**src/rtl/addern_operand_seq.sv**
```systemverilog
// ---------------------------------------------------------------------------
// addern_operand_seq
//
// Operand sequencer that sits in front of a combinational N-bit adder
// (Addern). The user loads operand A, then operand B together with the
// carry-in, one pushbutton press per step. The sequencer drives the stored
// operands into the adder, captures the adder's {cout,sum} one cycle later
// into a held result, and keeps showing it until the next press returns to
// operand entry. The switches may change freely between presses without
// disturbing the displayed operands or the result.
//
// Parameters
//   N        operand width, must match the Addern instance
//
// Ports
//   Clock    in   1    system clock, all state changes on the rising edge
//   Reset    in   1    synchronous, active-high reset
//   enter_n  in   1    enter pushbutton, active-low, asynchronous to Clock
//   data_in  in   N    operand value from the switches
//   cin_in   in   1    carry-in value from a switch
//   A        out  N    registered operand A to the adder
//   B        out  N    registered operand B to the adder
//   Cin      out  1    registered carry-in to the adder
//   sum_in   in   N    sum returned by the adder
//   cout_in  in   1    carry-out returned by the adder
//   result   out  N+1  held {cout_in,sum_in}, captured once per operation
//   state    out  2    current sequencer state (0=A,1=B,2=RUN,3=SHOW)
//   done     out  1    high while result holds a valid sum
// ---------------------------------------------------------------------------
module addern_operand_seq #(
  parameter int N = 4
) (
  input  logic         Clock,
  input  logic         Reset,
  input  logic         enter_n,
  input  logic [N-1:0] data_in,
  input  logic         cin_in,
  output logic [N-1:0] A,
  output logic [N-1:0] B,
  output logic         Cin,
  input  logic [N-1:0] sum_in,
  input  logic         cout_in,
  output logic [N:0]   result,
  output logic [1:0]   state,
  output logic         done
);

  typedef enum logic [1:0] {
    S_A    = 2'd0,
    S_B    = 2'd1,
    S_RUN  = 2'd2,
    S_SHOW = 2'd3
  } state_t;

  // Button conditioning: s1/s2 form the synchroniser, s3 remembers the
  // previous synchronised level so a falling edge can be spotted.
  logic s1_q;
  logic s2_q;
  logic s3_q;

  // After reset the synchroniser still holds its forced "released" value
  // rather than a real sample of the button. If the button is already held
  // down when reset ends, the first real sample would look like a falling
  // edge. fill_q counts the edges needed for s2 to carry a genuine sample,
  // and presses are only armed once a genuine released level has been seen.
  logic [1:0] fill_q;
  logic [1:0] fill_d;
  logic       armed_q;
  logic       armed_d;
  logic       press_s;

  // Sequencer state and registered outputs.
  state_t     state_q;
  logic [N-1:0] a_q;
  logic [N-1:0] b_q;
  logic         cin_q;
  logic [N:0]   result_q;
  logic         done_q;

  // Next-state for the arming logic: count up to two genuine samples, then
  // arm once the synchronised button reads released.
  always_comb begin
    fill_d  = fill_q;
    armed_d = armed_q;
    if (fill_q != 2'd2) begin
      fill_d = fill_q + 2'd1;
    end else begin
      fill_d = fill_q;
    end
    if ((fill_q == 2'd2) && s2_q) begin
      armed_d = 1'b1;
    end else begin
      armed_d = armed_q;
    end
  end

  // Synchroniser, edge-history flop and arming state.
  always_ff @(posedge Clock) begin
    if (Reset) begin
      s1_q    <= 1'b1;
      s2_q    <= 1'b1;
      s3_q    <= 1'b1;
      fill_q  <= 2'd0;
      armed_q <= 1'b0;
    end else begin
      s1_q    <= enter_n;
      s2_q    <= s1_q;
      s3_q    <= s2_q;
      fill_q  <= fill_d;
      armed_q <= armed_d;
    end
  end

  // One-cycle pulse on each synchronised falling edge of enter_n. Holding
  // the button keeps s2 and s3 both low, so no further pulses follow.
  assign press_s = armed_q & s3_q & ~s2_q;

  // Operand/result sequencer. done is registered alongside the state so it
  // is high exactly while the state is S_SHOW.
  always_ff @(posedge Clock) begin
    if (Reset) begin
      state_q  <= S_A;
      a_q      <= '0;
      b_q      <= '0;
      cin_q    <= 1'b0;
      result_q <= '0;
      done_q   <= 1'b0;
    end else begin
      case (state_q)
        S_A: begin
          if (press_s) begin
            a_q     <= data_in;
            state_q <= S_B;
          end
        end
        S_B: begin
          if (press_s) begin
            b_q     <= data_in;
            cin_q   <= cin_in;
            state_q <= S_RUN;
          end
        end
        S_RUN: begin
          // The adder has had a full cycle to settle on the new operands.
          // Any press seen here is dropped on purpose.
          result_q <= {cout_in, sum_in};
          done_q   <= 1'b1;
          state_q  <= S_SHOW;
        end
        S_SHOW: begin
          if (press_s) begin
            done_q  <= 1'b0;
            state_q <= S_A;
          end
        end
        default: begin
          state_q <= S_A;
          done_q  <= 1'b0;
        end
      endcase
    end
  end

  assign A      = a_q;
  assign B      = b_q;
  assign Cin    = cin_q;
  assign result = result_q;
  assign state  = state_q;
  assign done   = done_q;

endmodule

```
**config.mk**
```make
export PLATFORM = sky130hd
export DESIGN_NAME = addern_operand_seq
export DESIGN_NICKNAME = d
export VERILOG_FILES = /design/src/rtl/addern_operand_seq.sv
export SDC_FILE = /design/constraint.sdc
export NUM_CORES = 1
export LEC_CHECK = 0
export ABC_CLOCK_PERIOD_IN_PS = 2400
export BUFFER_PORTS_ARGS = -buffer_cell sky130_fd_sc_hd__clkbuf_2
export CORE_AREA = 2 2 48 50
export CTS_CLUSTER_SIZE = 14
export DETAILED_ROUTE_END_ITERATION = 8
export DIE_AREA = 0 0 50 52
export GPL_TIMING_DRIVEN = 1
export PLACE_DENSITY = 0.79
export SETUP_SLACK_MARGIN = 0.1
export SLEW_MARGIN = 25
export SYNTH_ARGS = -nofsm -noshare
export SYNTH_HDL_FRONTEND = slang
export SYNTH_SLANG_ARGS = --single-unit
```
**constraint.sdc**
```tcl
create_clock -name Clock -period 2.4 [get_ports Clock]
set_input_delay 0.24 -clock Clock [delete_from_list [all_inputs] [get_ports Clock]]
set_output_delay 0.24 -clock Clock [all_outputs]
set_load 0.01 [all_outputs]
```
==> results.py <==
metrics = {
    "setup_path": {
        "critPathKind": "register to register",
        "cpPeakStageDelay_ns": 0.41,
        "r2r_slack_ns": 0.80,
        "critical_path.startpoint_type": "register",
        "cp_max_fo": 4,
        "rr_endpoint": "state[1]",
        "worstPathCellList": "inv_1 -> ha_1 -> or3_4 -> and3_1 -> o21ba_1",
        "end_kind": "register",
        "setup.worst_path.start": "state[0]",
        "rr_startpoint": "state[0]",
        "reg2reg_depth": 5,
        "cp_slowest_cell": "dfxtp_1",
        "critical_path_arrival_ns": 1.81,
        "crit_required_ns": 2.61,
    },
    "synthesis": {
        "synth.distinct_cells": 20,
        "syn_nets": 105,
        "yosys.area.top_type_share_pct": 51.3,
        "synth_edf_count": 0,
        "yosysMostFrequentCell": "dfxtp_1",
        "synthFlopType": "dfxtp_1",
        "synth_common_cells": "23 x dfxtp_1, 18 x nor2_1, 14 x mux2i_1, 6 x ha_1, 4 x inv_1",
        "yosysWarnings": 0,
        "synthesis.area_um2": 898,
        "synth_async_sr_flop_share_pct": 0,
        "synth_seq_cells": 23,
        "syn_inst": 86,
        "synth_area_leaders": "dfxtp_1 51%, mux2i_1 16%, ha_1 8.4%",
        "ys_seq_area_share_pct": 51.3,
        "yosys.area.top_type": "dfxtp_1",
        "synth_area_per_cell_um2": 10.4,
    },
    "layout": {
        "layout.nets": 136,
        "layout-drive-gt1-share_pct": 31.0,
        "nFillCells": 197,
        "area_growth_pct": 21.6,
        "diodes": 0,
        "final_area_um2": 1090,
    },
    "run": {
        "drv_cap": 0,
    },
    "routing": {
        "drtIter0Drc": 9,
        "dr.pass1.iters": 4,
        "vias": 680,
        "drcViolationCount": 0,
        "routed_wl_mm": 1.58,
        "wl_per_cell_um": 11.0,
        "viasPerCell": 4.72,
        "ant_nets": 0,
    },
    "global_route": {
        "grt_pass1_wl_mm": 2.46,
        "grt_max_degree": 24,
        "overflow": 0,
        "antenna_found_initial": 0,
        "grt_pass1_vias": 605,
        "grtUsageTotal_pct": 12.4,
    },
    "power": {
        "peakVddDrop_mv": 0.289,
        "p_leak_nw": 0.554,
        "p_per_area_nw_per_um2": 699,
    },
    "floorplan": {
        "io_pins": 30,
        "dieHeight_um": 52,
        "core_um2": 2110,
        "die-area_um2": 2600,
        "fp.dieW_um": 50,
        "rows": 17,
        "start_util_pct": 42.7,
    },
    "timing": {
        "period_share_pct": 66.7,
        "fin_setup_tns_ns": 0,
        "min_period_ns": 1.60,
        "timing.fmax_mhz": 624,
        "tightestPinTransition_ns": 0.412,
        "setup_violations": 0,
        "clock_skew_ns": 0.00821,
        "max-slew-margin-rel_pct": 72.5,
        "drv_slew": 0,
        "rsz0062_at_grt": "no",
        "finalHoldViolCount": 0,
    },
    "clock_tree": {
        "cts_hold_buf": 0,
        "cts-resized-gates": 0,
        "root_buffer": "clkbuf_4",
        "numClockSinks": 23,
        "cts_buffers": 3,
        "cts_tree": "done",
        "clk_pin_slew_ns": 0.12,
        "post_cts_buffers": 0,
        "cts.path.max_buffers": 2,
        "clkLatencyLatePin_ns": 0.30,
        "htreeDepth": 1,
    },
    "placement": {
        "placedInstanceArea_um2": 1070,
        "portBuffers": 29,
        "place_congestion": 0.720,
        "dpl.hpwl_mm": 1.24,
    },
    "worst_hold_path": {
        "hold_path_startpoint": "enter_n",
        "hold_end": "s1_q",
        "hold_depth": 2,
        "hp-class": "input port to register",
    },
    "run_status": {
        "status": "complete, no violations",
    },
}
## flip-flops by register name, summed over array words and instances (netlist names)
register	flops
s3_q	1
state	2
Cin	1
result	5
done	1
B	4
s2_q	1
A	4
armed_q	1
fill_q	2
s1_q	1
## cell usage in the layout (no fill, tap or decap), drive strengths merged
cell type  count
o21ai          1
a21oi          3
nand2          1
o21ba          1
or2            3
a21boi         1
nand3b         1
nor2          18
inv            4
or3            1
ha             6
a211oi         1
xor2           1
clkbuf        33
mux2i         14
and3           1
a311oi         1
dfxtp         23
nand4b         2
## power breakdown
| group | leakage, nW | internal (mW) | total (mW) | switching, mW |
|---|---|---|---|---|
| clock network | 0.0150 | 0.0646 | 0.167 | 0.103 |
| logic | 0.352 | 0.0749 | 0.155 | 0.0799 |
| registers | 0.187 | 0.418 | 0.442 | 0.0237 |
| total | 0.554 | 0.557 | 0.764 | 0.206 |
## layer usage
metal,up-vias,wire length [um],global-route usage (%)
met5,-,0,0
met4,0,0,8.33
met3,0,56,1.72
met2,16,840,21.3
met1,319,684,14.2
li1,345,-,-
## logic make-up (layout without fill, tap and decap cells)
kind of cell               Yosys count  in the layout  synth area share [%]
AOI/OAI and AO/OA                    8              8                  5.99
and+or+nand+nor                     27             27                  14.8
xor gates and xnor gates             1              1                 0.975
muxes                               14             14                  15.6
buffers and inverters                7             37                  3.06
adders and majority gates            6              6                  8.36
DFF                                 23             23                  51.3
## critical path, delay by kind of cell (launching register included)
kind | cells | cell delay, ns
AOI/OAI and AO/OA | 1 | 0.17
adders and majority gates | 1 | 0.23
buffers and inverters | 1 | 0.12
and+or+nand+nor | 2 | 0.58
DFF | 1 | 0.41
## stage by stage
stage | hold slack, ns | setup slack, ns | std cells | util, % | power [mW]
after floorplan | 0.344 | 0.840 | 86 | - | 0.561
after global placement | 0.393 | 0.878 | 140 | 50.6 | 0.595
after detailed placement | 0.396 | 0.802 | 140 | 50.6 | 0.607
after CTS | 0.102 | 0.784 | 144 | 51.9 | 0.778
after global routing | 0.102 | 0.723 | 144 | 51.9 | 0.813
final | 0.112 | 0.798 | 144 | 51.9 | 0.764
## worst max-delay path by stage
stage / cells after the start / to / slack, ns
finish: 5 / state[1] / 0.80
global placement: 5 / state[1] / 0.88
detailed placement: 5 / state[1] / 0.80
floorplan: 5 / state[1] / 0.84
global route: 5 / state[1] / 0.72
CTS: 5 / state[1] / 0.78
## final cells by class
cell class / instances / area, um^2 / share of cell area (%)
Sequential cell: 23 / 460 / 42.2
Multi-Input combinational cell: 56 / 410 / 37.6
Timing Repair Buffer: 29 / 145 / 13.3
Tap cell: 28 / 35.0 / 3.21
Clock buffer: 4 / 26.3 / 2.41
Inverter: 4 / 15.0 / 1.37
Power figures use the tool's default switching activity.
